`config.mk`:
```
export PLATFORM = sky130hd
export DESIGN_NAME = fir_tap_sequencer_flat
export DESIGN_NICKNAME = d
export VERILOG_FILES = /design/src/rtl/fir_flex_pkg.sv /design/src/rtl/fir_tap_sequencer_if.sv /design/src/rtl/tap_addr_counter.sv /design/src/rtl/fir_tap_sequencer.sv /design/src/flat_wrapper.sv
export SDC_FILE = /design/constraint.sdc
export NUM_CORES = 1
export LEC_CHECK = 0
export CAP_MARGIN = 20
export CORE_MARGIN = 4
export CORE_UTILIZATION = 40
export CTS_CLUSTER_DIAMETER = 150
export DETAILED_ROUTE_END_ITERATION = 6
export MAX_ROUTING_LAYER = met4
export PLACE_DENSITY = 0.7
export SLEW_MARGIN = 40
export SYNTH_ARGS = -nofsm -noshare
export SYNTH_HDL_FRONTEND = slang
export SYNTH_SLANG_ARGS = --single-unit
```
`constraint.sdc`:
```
create_clock -name iClk_12M -period 1.5 [get_ports iClk_12M]
set_input_delay 0.15 -clock iClk_12M [delete_from_list [all_inputs] [get_ports iClk_12M]]
set_output_delay 0.15 -clock iClk_12M [all_outputs]
set_load 0.02 [all_outputs]
```
`src/rtl/fir_flex_pkg.sv`:
```
// ---------------------------------------------------------------------------
// fir_flex_pkg
// Shared definitions for the Flex FIR control path: FSM state encoding,
// default geometry of the coefficient SRAM banks, and a helper that gives
// the number of words fetched per accepted sample.
// No ports (package).
// ---------------------------------------------------------------------------
package fir_flex_pkg;

  localparam int FSM_STATE_W = 3;

  typedef enum logic [FSM_STATE_W-1:0] {
    IDLE   = 3'd0,
    UPDATE = 3'd1,
    WAIT   = 3'd2,
    READ   = 3'd3,
    DRAIN  = 3'd4
  } fsm_state_e;

  localparam int DEF_NUM_BANK      = 4;
  localparam int DEF_TAPS_PER_BANK = 10;
  localparam int DEF_ADDR_W        = 4;
  localparam int DEF_BANK_W        = 2;

  // Words fetched per sample: one bank's worth when all banks are read side
  // by side, every bank's worth when they are read one after another.
  function automatic int seqLength(input int taps, input int banks, input bit serial);
    return serial ? taps * banks : taps;
  endfunction

endpackage

```
`src/rtl/fir_tap_sequencer_if.sv`:
```
// ---------------------------------------------------------------------------
// fir_tap_sequencer_if
// Bundles the sequencer's control inputs and its SRAM/accumulator outputs.
//   master : used by the sequencer (drives oCsn..oOverrun)
//   slave  : used by the surrounding datapath (drives the strobe/update flag)
// Signals:
//   iEnSample600k  one-cycle sample strobe
//   iUpdateFlag    coefficient update mode
//   oCsn/oWrn      per-bank chip select / write enable, active-low
//   oAddr          SRAM read address
//   oBankSel/oInSel bank/tap index of the word currently valid
//   oEnDelay/oAccEn/oEnOut/oBusy/oOverrun  datapath controls and status
// ---------------------------------------------------------------------------
interface fir_tap_sequencer_if
  import fir_flex_pkg::*;
#(
  parameter int NUM_BANK = DEF_NUM_BANK,
  parameter int ADDR_W   = DEF_ADDR_W,
  parameter int BANK_W   = DEF_BANK_W
);
  logic                iEnSample600k;
  logic                iUpdateFlag;
  logic [NUM_BANK-1:0] oCsn;
  logic [NUM_BANK-1:0] oWrn;
  logic [ADDR_W-1:0]   oAddr;
  logic [BANK_W-1:0]   oBankSel;
  logic [ADDR_W-1:0]   oInSel;
  logic                oEnDelay;
  logic                oAccEn;
  logic                oEnOut;
  logic                oBusy;
  logic                oOverrun;

  modport master (
    input  iEnSample600k, iUpdateFlag,
    output oCsn, oWrn, oAddr, oBankSel, oInSel,
           oEnDelay, oAccEn, oEnOut, oBusy, oOverrun
  );

  modport slave (
    output iEnSample600k, iUpdateFlag,
    input  oCsn, oWrn, oAddr, oBankSel, oInSel,
           oEnDelay, oAccEn, oEnOut, oBusy, oOverrun
  );
endinterface

```
`src/rtl/tap_addr_counter.sv`:
```
// ---------------------------------------------------------------------------
// tap_addr_counter
// Two-level (bank, address) word counter for the coefficient fetch.
// In parallel mode only the address counts; in serial mode the address is
// the inner loop and wraps to 0 as the bank index advances.
// Ports:
//   clk_i, rst_ni  clock, asynchronous active-low reset
//   clr_i          synchronous clear to word 0 (wins over en_i)
//   en_i           advance to the next word
//   addr_o/bank_o  current word (registered)
//   bankNext_o     bank index the counter will hold after this edge
//   last_o         registered flag: current word is the final one
// ---------------------------------------------------------------------------
module tap_addr_counter
  import fir_flex_pkg::*;
#(
  parameter int NUM_BANK      = DEF_NUM_BANK,
  parameter int TAPS_PER_BANK = DEF_TAPS_PER_BANK,
  parameter int ADDR_W        = DEF_ADDR_W,
  parameter int BANK_W        = DEF_BANK_W,
  parameter int SERIAL_BANKS  = 0
) (
  input  logic              clk_i,
  input  logic              rst_ni,
  input  logic              clr_i,
  input  logic              en_i,
  output logic [ADDR_W-1:0] addr_o,
  output logic [BANK_W-1:0] bank_o,
  output logic [BANK_W-1:0] bankNext_o,
  output logic              last_o
);

  localparam logic [ADDR_W-1:0] LAST_ADDR = ADDR_W'(TAPS_PER_BANK - 1);
  localparam logic [BANK_W-1:0] LAST_BANK = BANK_W'(NUM_BANK - 1);

  logic [ADDR_W-1:0] addr_q, addr_d;
  logic [BANK_W-1:0] bank_q, bank_d;
  logic              last_q, last_d;

  // Next word, plus a look-ahead last flag so the FSM can leave READ on the
  // very edge that finishes the final word without a comparator in its path.
  always_comb begin
    addr_d = addr_q;
    bank_d = bank_q;
    if (clr_i) begin
      addr_d = '0;
      bank_d = '0;
    end else if (en_i) begin
      if ((SERIAL_BANKS != 0) && (addr_q == LAST_ADDR)) begin
        addr_d = '0;
        bank_d = bank_q + BANK_W'(1);
      end else begin
        addr_d = addr_q + ADDR_W'(1);
      end
    end
    last_d = (addr_d == LAST_ADDR) && ((SERIAL_BANKS == 0) || (bank_d == LAST_BANK));
  end

  always_ff @(posedge clk_i or negedge rst_ni) begin
    if (!rst_ni) begin
      addr_q <= '0;
      bank_q <= '0;
      last_q <= 1'b0;
    end else begin
      addr_q <= addr_d;
      bank_q <= bank_d;
      last_q <= last_d;
    end
  end

  assign addr_o     = addr_q;
  assign bank_o     = bank_q;
  assign bankNext_o = bank_d;
  assign last_o     = last_q;

endmodule

```
`src/rtl/fir_tap_sequencer.sv`:
```
// ---------------------------------------------------------------------------
// fir_tap_sequencer
// Per-sample control sequencer for the Flex FIR: on an accepted sample
// strobe it walks every coefficient word, drives the SRAM chip selects and
// the accumulator controls, pulses completion and flags dropped strobes.
// Ports:
//   iClk_12M  system clock, rising edge
//   iRsn      asynchronous active-low reset
//   bus       fir_tap_sequencer_if.master (strobe/update in, SRAM and
//             accumulator controls out); every output is registered
// ---------------------------------------------------------------------------
module fir_tap_sequencer
  import fir_flex_pkg::*;
#(
  parameter int NUM_BANK      = DEF_NUM_BANK,
  parameter int TAPS_PER_BANK = DEF_TAPS_PER_BANK,
  parameter int ADDR_W        = DEF_ADDR_W,
  parameter int BANK_W        = DEF_BANK_W,
  parameter int SERIAL_BANKS  = 0
) (
  input  logic              iClk_12M,
  input  logic              iRsn,
  fir_tap_sequencer_if.master bus
);

  fsm_state_e          state_q, state_d;
  logic [NUM_BANK-1:0] csn_q, csn_d;
  logic [ADDR_W-1:0]   inSel_q, inSel_d;
  logic [BANK_W-1:0]   bankSel_q, bankSel_d;
  logic                enDelay_q, enDelay_d;
  logic                accEn_q, accEn_d;
  logic                enOut_q, enOut_d;
  logic                busy_q, busy_d;
  logic                overrun_q, overrun_d;

  logic                cntClr, cntEn, cntLast;
  logic [ADDR_W-1:0]   cntAddr;
  logic [BANK_W-1:0]   cntBank, cntBankNext;

  // The counter register doubles as oAddr: it is held at 0 whenever the
  // FSM is not going to be in READ, so it is 0 outside READ for free.
  tap_addr_counter #(
    .NUM_BANK      (NUM_BANK),
    .TAPS_PER_BANK (TAPS_PER_BANK),
    .ADDR_W        (ADDR_W),
    .BANK_W        (BANK_W),
    .SERIAL_BANKS  (SERIAL_BANKS)
  ) uCounter (
    .clk_i      (iClk_12M),
    .rst_ni     (iRsn),
    .clr_i      (cntClr),
    .en_i       (cntEn),
    .addr_o     (cntAddr),
    .bank_o     (cntBank),
    .bankNext_o (cntBankNext),
    .last_o     (cntLast)
  );

  // Next-state logic. enOut_q marks the first WAIT cycle after DRAIN; a
  // strobe there belongs to the sample just missed, so it must not start
  // a fresh sequence.
  always_comb begin
    state_d = state_q;
    unique case (state_q)
      IDLE:   if (bus.iUpdateFlag) state_d = UPDATE;
      UPDATE: if (!bus.iUpdateFlag) state_d = WAIT;
      WAIT: begin
        if (bus.iUpdateFlag)                         state_d = UPDATE;
        else if (bus.iEnSample600k && !enOut_q)      state_d = READ;
      end
      READ: begin
        if (bus.iUpdateFlag)  state_d = UPDATE;
        else if (cntLast)     state_d = DRAIN;
      end
      DRAIN:  state_d = bus.iUpdateFlag ? UPDATE : WAIT;
      default: state_d = IDLE;
    endcase
  end

  // Output next-values. Everything is decoded from the transition about to
  // happen so the registered outputs line up with the state they describe.
  always_comb begin
    cntClr    = (state_d != READ);
    cntEn     = (state_q == READ) && (state_d == READ);

    csn_d = '1;
    if (state_d == READ) begin
      for (int b = 0; b < NUM_BANK; b++) begin
        csn_d[b] = !((SERIAL_BANKS == 0) || (cntBankNext == BANK_W'(b)));
      end
    end

    // The word presented this cycle comes back from the SRAM next cycle.
    accEn_d   = (state_q == READ) && (state_d != UPDATE);
    inSel_d   = accEn_d ? cntAddr : inSel_q;
    bankSel_d = accEn_d ? cntBank : bankSel_q;

    enDelay_d = (state_q == WAIT)  && (state_d == READ);
    enOut_d   = (state_q == DRAIN) && (state_d == WAIT);
    busy_d    = (state_d == READ)  || (state_d == DRAIN);

    // Entering UPDATE clears the flag and takes priority over a strobe
    // dropped in the same cycle.
    overrun_d = overrun_q;
    if ((state_d == UPDATE) && (state_q != UPDATE)) begin
      overrun_d = 1'b0;
    end else if (bus.iEnSample600k &&
                 ((state_q == READ) || (state_q == DRAIN) ||
                  ((state_q == WAIT) && enOut_q))) begin
      overrun_d = 1'b1;
    end
  end

  // State and output registers; reset leaves the SRAM deselected.
  always_ff @(posedge iClk_12M or negedge iRsn) begin
    if (!iRsn) begin
      state_q   <= IDLE;
      csn_q     <= '1;
      inSel_q   <= '0;
      bankSel_q <= '0;
      enDelay_q <= 1'b0;
      accEn_q   <= 1'b0;
      enOut_q   <= 1'b0;
      busy_q    <= 1'b0;
      overrun_q <= 1'b0;
    end else begin
      state_q   <= state_d;
      csn_q     <= csn_d;
      inSel_q   <= inSel_d;
      bankSel_q <= bankSel_d;
      enDelay_q <= enDelay_d;
      accEn_q   <= accEn_d;
      enOut_q   <= enOut_d;
      busy_q    <= busy_d;
      overrun_q <= overrun_d;
    end
  end

  // The write path owns the SRAM write strobes; this block only reads.
  assign bus.oWrn     = '1;
  assign bus.oCsn     = csn_q;
  assign bus.oAddr    = cntAddr;
  assign bus.oInSel   = inSel_q;
  assign bus.oBankSel = bankSel_q;
  assign bus.oEnDelay = enDelay_q;
  assign bus.oAccEn   = accEn_q;
  assign bus.oEnOut   = enOut_q;
  assign bus.oBusy    = busy_q;
  assign bus.oOverrun = overrun_q;

endmodule

```
`src/flat_wrapper.sv`:
```
// flat-port wrapper written by rule: the top's interface ports become plain ports
module fir_tap_sequencer_flat import fir_flex_pkg::*;
#(
  parameter int NUM_BANK      = DEF_NUM_BANK,
  parameter int TAPS_PER_BANK = DEF_TAPS_PER_BANK,
  parameter int ADDR_W        = DEF_ADDR_W,
  parameter int BANK_W        = DEF_BANK_W,
  parameter int SERIAL_BANKS  = 0
)
  (iClk_12M, iRsn, bus_iEnSample600k, bus_iUpdateFlag, bus_oCsn, bus_oWrn, bus_oAddr, bus_oBankSel, bus_oInSel, bus_oEnDelay, bus_oAccEn, bus_oEnOut, bus_oBusy, bus_oOverrun);
  fir_tap_sequencer_if #(.NUM_BANK(NUM_BANK), .ADDR_W(ADDR_W), .BANK_W(BANK_W)) bus_i ();
  input  logic iClk_12M;
  input  logic iRsn;
  input wire logic [$bits(bus_i.iEnSample600k)-1:0] bus_iEnSample600k;
  input wire logic [$bits(bus_i.iUpdateFlag)-1:0] bus_iUpdateFlag;
  output wire logic [$bits(bus_i.oCsn)-1:0] bus_oCsn;
  output wire logic [$bits(bus_i.oWrn)-1:0] bus_oWrn;
  output wire logic [$bits(bus_i.oAddr)-1:0] bus_oAddr;
  output wire logic [$bits(bus_i.oBankSel)-1:0] bus_oBankSel;
  output wire logic [$bits(bus_i.oInSel)-1:0] bus_oInSel;
  output wire logic [$bits(bus_i.oEnDelay)-1:0] bus_oEnDelay;
  output wire logic [$bits(bus_i.oAccEn)-1:0] bus_oAccEn;
  output wire logic [$bits(bus_i.oEnOut)-1:0] bus_oEnOut;
  output wire logic [$bits(bus_i.oBusy)-1:0] bus_oBusy;
  output wire logic [$bits(bus_i.oOverrun)-1:0] bus_oOverrun;
  assign bus_i.iEnSample600k = bus_iEnSample600k;
  assign bus_i.iUpdateFlag = bus_iUpdateFlag;
  assign bus_oCsn = bus_i.oCsn;
  assign bus_oWrn = bus_i.oWrn;
  assign bus_oAddr = bus_i.oAddr;
  assign bus_oBankSel = bus_i.oBankSel;
  assign bus_oInSel = bus_i.oInSel;
  assign bus_oEnDelay = bus_i.oEnDelay;
  assign bus_oAccEn = bus_i.oAccEn;
  assign bus_oEnOut = bus_i.oEnOut;
  assign bus_oBusy = bus_i.oBusy;
  assign bus_oOverrun = bus_i.oOverrun;
  fir_tap_sequencer #(.NUM_BANK(NUM_BANK), .TAPS_PER_BANK(TAPS_PER_BANK), .ADDR_W(ADDR_W), .BANK_W(BANK_W), .SERIAL_BANKS(SERIAL_BANKS)) u_core (.iClk_12M(iClk_12M), .iRsn(iRsn), .bus(bus_i));
endmodule
```
# Word-level counts from Yosys, hierarchy flattened
# Cells that the tools add are included.
[totals] ff_bits=21 latchBits=0 mem_bits_rw=0 mem_bits_ro=0 output_inout_bits=23 memories=0
[op_classes] n_addsub=1 mul=0 n_div=0 order_cmp=0 eq_ne=12 n_shift=0 muxes=13 n_bitwise=0 n_reduce_logical=14
[ops] operator="$mux 3" n=6
[ops] operator="$pmux 3 s5" n=1
[ops] operator="$eq 3x2->1 const B" n=4
[ops] operator="$mux 4" n=3
[ops] operator="$logic_and 1x1->1" n=8
[ops] operator="$eq 3x1->1 const B" n=2
[ops] operator="$eq 3x3->1 const B" n=2
[ops] operator="$ne 3x1->1 const B" n=2
[ops] operator="$add 4x1->4 const B" n=1
[ops] operator="$eq 4x4->1 const B" n=1
[ops] operator="$logic_not 3->1" n=1
[ops] operator="$logic_or 1x1->1" n=3
[ops] operator="$ne 3x2->1 const B" n=1
[ops] operator="$mux 1" n=2
[ops] operator="$mux 2" n=1
[ops] operator="$reduce_bool 2->1" n=1
[ops] operator="$logic_not 1->1" n=1

# Depth between registers and ports, before layout
# Gate-level depths: netlist (run 1).
[logic_depth] depth_word=10 mapped_depth=6 depth_no_buf=4

# By module
# A second synthesis (run 1) with hierarchy kept.
[unflattened] hier_cells=77 hier_area_um2=991.0
[modules_own_cells] module="fir_tap_sequencer" n_inst=1 cells_each=52 area_per_inst_um2=684.4 seq_area_each_um2=376.6
[modules_own_cells] module="tap_addr_counter" n_inst=1 cells_each=25 area_per_inst_um2=306.5 seq_area_each_um2=175.2

# Least setup slack after synthesis (run 1)
# No wires, ideal clock.
[synth_path] path_kind="register -> register" from="reg u_core.state_q[2]" to="reg u_core.uCounter.last_q (netlist: u_core.uCounter.last_o)" setup_ns=0.087 arrival_time_ns=1.465 t_required_ns=1.413 slack_ns=-0.051 stages_incl_launch_ff=6 n_path_buf=1 period_less_slack_ns=1.551 path_cell_list="dfrtp_1 > a21o_1 > a211oi_2 > or3b_1 > buf_6 > a211oi_2"
[synth_lines] element="start, declared" line="fir_tap_sequencer.sv:26" source="fsm_state_e state_q, state_d;"
[synth_lines] element="start signal, assigned" line="fir_tap_sequencer.sv:127" source="state_q <= state_d;"
[synth_lines] element="$eq 3x3->1, or another cell as far along" line="fir_tap_sequencer.sv:64" source="unique case (state_q)"
[synth_lines] element="$pmux 3 s5 (*)" line="fir_tap_sequencer.sv:64"
[synth_lines] element="named net u_core.state_d[1]" line="fir_tap_sequencer.sv:26"
[synth_lines] element="$ne 3x2->1 (*)" line="fir_tap_sequencer.sv:83" source="cntClr = (state_d != READ);"
[synth_lines] element="named net u_core.cntClr" line="fir_tap_sequencer.sv:36" source="logic cntClr, cntEn, cntLast;"
[synth_lines] element="$mux 4 (*)" line="tap_addr_counter.sv:45" source="if (clr_i) begin"
[synth_lines] element="$eq 4x4->1 (*)" line="tap_addr_counter.sv:56" source="last_d = (addr_d == LAST_ADDR) && ((SERIAL_BANKS == 0) || (bank_d == LAST_BANK));"
[synth_lines] element="named net u_core.uCounter.last_d" line="tap_addr_counter.sv:38" source="logic last_q, last_d;"
[synth_lines] element="end signal, assigned" line="tap_addr_counter.sv:67" source="last_q <= last_d;"
[synth_lines] element="end, declared" line="tap_addr_counter.sv:38"
# The timed path passes the listed nets; every way through them passes the cells marked *.
# A chain may end at the register's enable or synchronous reset.

# Worst setup path in the final report (run 1)
[layout_path] from="reg u_core.state_q[2]" to="reg u_core.uCounter.last_q (netlist: u_core.uCounter.last_o)"
[layout_lines] element="$eq 3x3->1, or another cell as far along" line="fir_tap_sequencer.sv:64"
[layout_lines] element="$pmux 3 s5 (*)" line="fir_tap_sequencer.sv:64"
[layout_lines] element="named net u_core.state_d[1]" line="fir_tap_sequencer.sv:26"
[layout_lines] element="$eq 3x2->1" line="fir_tap_sequencer.sv:84" source="cntEn = (state_q == READ) && (state_d == READ);"
[layout_lines] element="$logic_and 1x1->1" line="fir_tap_sequencer.sv:84"
[layout_lines] element="$mux 4" line="tap_addr_counter.sv:48" source="end else if (en_i) begin"
[layout_lines] element="$mux 4 (*)" line="tap_addr_counter.sv:45"
[layout_lines] element="$eq 4x4->1 (*)" line="tap_addr_counter.sv:56"
[layout_lines] element="named net u_core.uCounter.last_d" line="tap_addr_counter.sv:38"
# Marked as above.

==> summary.md, run 1 <==
| Metric | Value |
|---|---|
| Status | `complete, but fails checks` |
| Failing checks | `negative setup slack` |
| Hpwl dp | `~1.2 mm` |
| Cell with the largest stage delay on the worst path | `sky130_fd_sc_hd__or3b_4` |
| Setup repair after global routing missed its margin | `true` |
| Final-report setup violation count | `7` |
| Number of buffers created by CTS | `3` |
| Flop pwr share | `approximately half` |
| Number of max-cap violations | `0` |
| Internal cell power | `around 740 µW` |
| Clock insertion delay at the later pin of the skew report | `around 290 ps` |
| Antenna diode count | `0` |
| Startpoint of the worst setup timing path | `u_core.state_q[2]` |
| Number of antenna violations at the first check in global routing | `0` |
| Critical path buffers and inverters | `0` |
| Starting density of the core | `a little over two fifths` |
| Path class of the lowest-slack min-delay path | `in -> async` |
| Die ar. | `2990 µm²` |
| R2R setup slack | `-100 ps` |
| CP cell instances | `a21o_1, a211oi_2, or3b_4, a211oi_2` |
| Number of search-and-repair iterations in the first detailed-routing pass | `4` |
| R2R cell count | `4` |
| Area share of fa/ha/maj cells after synthesis | `1.44%` |
| Buffers from clock root to sink, at most | `2` |
| I/O Buffers | `20` |
| Count of antenna-violating nets left after detailed routing | `0` |
| Largest net degree at the start of global routing | `19` |
| Detailed-route wire length | `between 1.5 and 2 mm` |
| Post-Synth Simple-Gate Area | `~16%` |
| Final critical path time including I/O delays and setup | `~1600 ps` |
| CTS clk-pin slew, worst paths | `around 100 ps` |
| Max-slew violation count | `0` |
| Achievable frequency | `625 MHz` |
| Most area-hungry cell type in the Yosys netlist | `sky130_fd_sc_hd__dfrtp_1` |
| Final Hold Viols | `0` |
| CP peak stage delay | `470 ps` |
| Xor/xnor cell area share of the yosys netlist | `roughly 3%` |
| Largest family of logic cells by synthesized area | `simple AND/OR/NAND/NOR gates` |
| Maximum vdd drop | `0.000492 V` |
| Number of vias in the routed layout | `about 700` |
| Worst Hold Margin | `166 ps` |
| Switching power of the nets | `between 200 and 300 µW` |
| Die Y | `between 50 and 60 µm` |
| Drt wl/cell | `around 14 µm` |
| Buffer type at the clock tree root | `sky130_fd_sc_hd__clkbuf_4` |
| Launching element type of the critical path | `register` |
| Prevailing post-synth register cell | `sky130_fd_sc_hd__dfrtp_1` |
| Core area | `2020 µm²` |
| Initial detailed-routing violation count | `6` |
| Mean Syn Cell Area | `about 11 µm²` |
| Row cnt | `16` |
| Yosys top cell area share | `between 40% and 50%` |
| Crit-path most repeated cell | `sky130_fd_sc_hd__a211oi_2` |
| Final design utilization | `roughly three fifths` |
| DRC violation count after routing | `0` |
| Final weighted congestion in routability-driven placement | `between 0.8 and 0.9` |
| Critical Path Sink Type | `register` |
| Gr ovfl total | `0` |
| Total routing usage reported by global routing | `between 10% and 20%` |
| Fraction of synthesized area in multiplexers | `under 10%` |
| Net count reported at finish | `120` |
| Fraction of the yosys area taken by sequential cells | `51.9%` |
| Final worst clock skew | `about 2.9 ps` |
| Share of total power in the clock network | `between 20 and 30%` |
| Worst Slack Setup Final | `-99.8 ps` |
| Count of cell types in the netlist | `29` |
| Ports placed on the boundary | `27` |
| Total number of yosys warnings | `0` |
| Ratio of cells with drive above 1 in the final layout | `around 33%` |
| Worst Path Max Fanout | `8` |
| Combinational share of power | `19.5%` |
| Hold_buf cts | `0` |
| Leakage Power | `about 0.6 nW` |
| Critical setup path kind | `reg -> reg` |
| Sinks on Clock Net | `18` |
| EDFF count, synth | `0` |
| Synthesized area | `between 800 and 900 µm²` |
| First-pass GRT wire length | `2.82 mm` |
| Power per standard cell area | `806 nW/µm²` |
| Instance count of the mapped netlist | `80` |
| Synth cell count leaders | `sky130_fd_sc_hd__dfrtp_1 (17), sky130_fd_sc_hd__buf_4 (9), sky130_fd_sc_hd__nor2_1 (7)` |
| Number of global-route vias before repair | `around 650` |
| Share of synthesized registers carrying an async set or reset | `100%` |
| H-Tree Level Count | `1` |
| Synth Area in Compound Gates | `about a tenth` |
| End of the worst register-to-register path | `u_core.uCounter.last_o` |
| Post-detailed-route via-to-cell ratio | `between 4 and 5` |
| Synth-to-Final Area Change | `43.4%` |
| Arrival time of data at the critical path endpoint | `approximately 1800 ps` |
| Clock tree from TritonCTS | `yes` |
| Number of register bits inferred by synthesis | `18` |
| Gate family responsible for the most delay along the worst path | `compound AO/OA/AOI/OAI gates` |
| X dimension of the die | `54.7 µm` |
| Switching power as a share of total power | `about a quarter` |
| Sum of negative setup slack | `-416 ps` |
| Launch point of the worst reg-to-reg path | `u_core.state_q[2]` |
| Most repeated cell in the gate-level netlist after synthesis | `sky130_fd_sc_hd__dfrtp_1` |
| Cells taking the most area after synthesis | `sky130_fd_sc_hd__dfrtp_1 (49%), sky130_fd_sc_hd__buf_4 (7.8%), sky130_fd_sc_hd__mux2_2 (5.2%), sky130_fd_sc_hd__dfstp_2 (3.0%), sky130_fd_sc_hd__nor2_1 (3.0%)` |
| Period Utilization, post-route | `107%` |
| Data required time at the worst endpoint | `between 1500 and 2000 ps` |
-- routing by layer --
layer,track usage [%],routed length [µm]
met5,-,0
met1,15.8,790
met3,2.45,91
met4,4.98,40
met2,23.8,1010
-- placed cells by master (no fill, tap or decap) --
cell type                          n
sky130_fd_sc_hd__dfrtp_1          15
sky130_fd_sc_hd__or3b_4            1
sky130_fd_sc_hd__a211oi_2          2
sky130_fd_sc_hd__ha_1              1
sky130_fd_sc_hd__nor3_2            1
sky130_fd_sc_hd__nor2_2            1
sky130_fd_sc_hd__a21oi_2           1
sky130_fd_sc_hd__dfstp_2           1
sky130_fd_sc_hd__nand2_1           4
sky130_fd_sc_hd__nor4b_1           1
sky130_fd_sc_hd__or2b_1            2
sky130_fd_sc_hd__nor2_1            6
sky130_fd_sc_hd__dfrtp_2           2
sky130_fd_sc_hd__nor4_2            1
sky130_fd_sc_hd__o2bb2ai_1         1
sky130_fd_sc_hd__clkbuf_4          3
sky130_fd_sc_hd__clkdlybuf4s50_1  12
sky130_fd_sc_hd__nor3b_1           2
sky130_fd_sc_hd__buf_6             3
sky130_fd_sc_hd__a21oi_1           3
sky130_fd_sc_hd__mux2_4            4
sky130_fd_sc_hd__xnor2_1           1
sky130_fd_sc_hd__clkbuf_8          1
sky130_fd_sc_hd__o21bai_1          1
sky130_fd_sc_hd__nand3b_1          1
sky130_fd_sc_hd__inv_1             1
sky130_fd_sc_hd__dlygate4sd2_1     7
sky130_fd_sc_hd__nor3_1            2
sky130_fd_sc_hd__conb_1            6
sky130_fd_sc_hd__nand4_1           2
sky130_fd_sc_hd__dlymetal6s2s_1    1
sky130_fd_sc_hd__buf_4            16
sky130_fd_sc_hd__o21ai_0           3
sky130_fd_sc_hd__and3b_2           1
sky130_fd_sc_hd__xor2_1            2
sky130_fd_sc_hd__a21o_1            2
-- worst max-delay path by stage --
stage,endpoint,slack [ps],depth (start not counted)
final,u_core.uCounter.last_o,-100,4
after detailed placement,u_core.bus.oEnDelay,-260,5
after CTS,u_core.uCounter.last_o,-50,4
after floorplan,u_core.uCounter.last_o,20,5
after global routing,u_core.uCounter.last_o,-150,4
after global placement,u_core.uCounter.last_o,-170,5
-- sequential cells by signal, indices dropped and copies added, names as in the netlist --
register and count:
u_core.bus.oOverrun 1, u_core.bus.oCsn 1, u_core.bus.oInSel 4, u_core.bus.oBusy 1
u_core.uCounter.last_o 1, u_core.state_q 3, u_core.bus.oEnDelay 1, u_core.bus.oEnOut 1
u_core.bus.oAccEn 1, u_core.uCounter.addr_o 4
-- repair_timing --
action                                  in CTS  in global routing
resized for setup                           13                  9
setup buffers                                5                  3
endpoints found under the setup margin      14                 13
pin swaps                                    2                  2
-- area by class of cell --
type	instances	area [µm²]
clock buffers	4	36.3
multi-input cells	52	373
flip-flops and latches	18	454
fillers	167	773
inverters	1	3.75
well taps	27	33.8
repair buffers	39	348
-- power groups by stage --
| stage | Combinational, mW | Clock, mW | Sequential, mW |
|---|---|---|---|
| 2_1_floorplan | 0.0968 | 0 | 0.533 |
| 3_3_place_gp | 0.166 | 0 | 0.521 |
| 3_5_place_dp | 0.168 | 0 | 0.522 |
| 4_1_cts | 0.182 | 0.298 | 0.512 |
| 5_1_grt | 0.210 | 0.333 | 0.516 |
| 6_report | 0.196 | 0.297 | 0.514 |
-- cells by family (layout without fill, tap and decap cells) --
family,Yosys count,count (layout)
xor+xnor,3,3
mux,4,4
fa+ha+maj,1,1
flops,18,18
buf+inv,14,44
compound gates,13,13
other cells,2,6
simple gates,25,25
-- worst register-to-register path: cells and delay by family, from the launching register on --
kind,cells,cell delay (ps)
flops,1,460
simple gates,1,470
compound gates,3,590
-- per-stage QoR --
step / instance area [µm²] / power, mW / setup slack (ps) / cells
4_1_cts: 1200 / 0.993 / -50.6 / 138
2_1_floorplan: 886 / 0.630 / 16.5 / 84
6_report: 1250 / 1.01 / -99.8 / 141
3_3_place_gp: 1110 / 0.687 / -174 / 129
3_5_place_dp: 1110 / 0.689 / -255 / 129
5_1_grt: 1250 / 1.06 / -152 / 141
Power figures use the tool's default switching activity.
==> run 2, diff against run 1 <==
--- a/config.mk
+++ b/config.mk
@@ -10,6 +10,7 @@
 export CORE_UTILIZATION = 40
 export CTS_CLUSTER_DIAMETER = 150
 export DETAILED_ROUTE_END_ITERATION = 6
+export GPL_ROUTABILITY_DRIVEN = 1
 export MAX_ROUTING_LAYER = met4
 export PLACE_DENSITY = 0.7
 export SLEW_MARGIN = 40
==> results of run 2 <==
The final DEF is identical to that of run 1; final timing and power are the same.
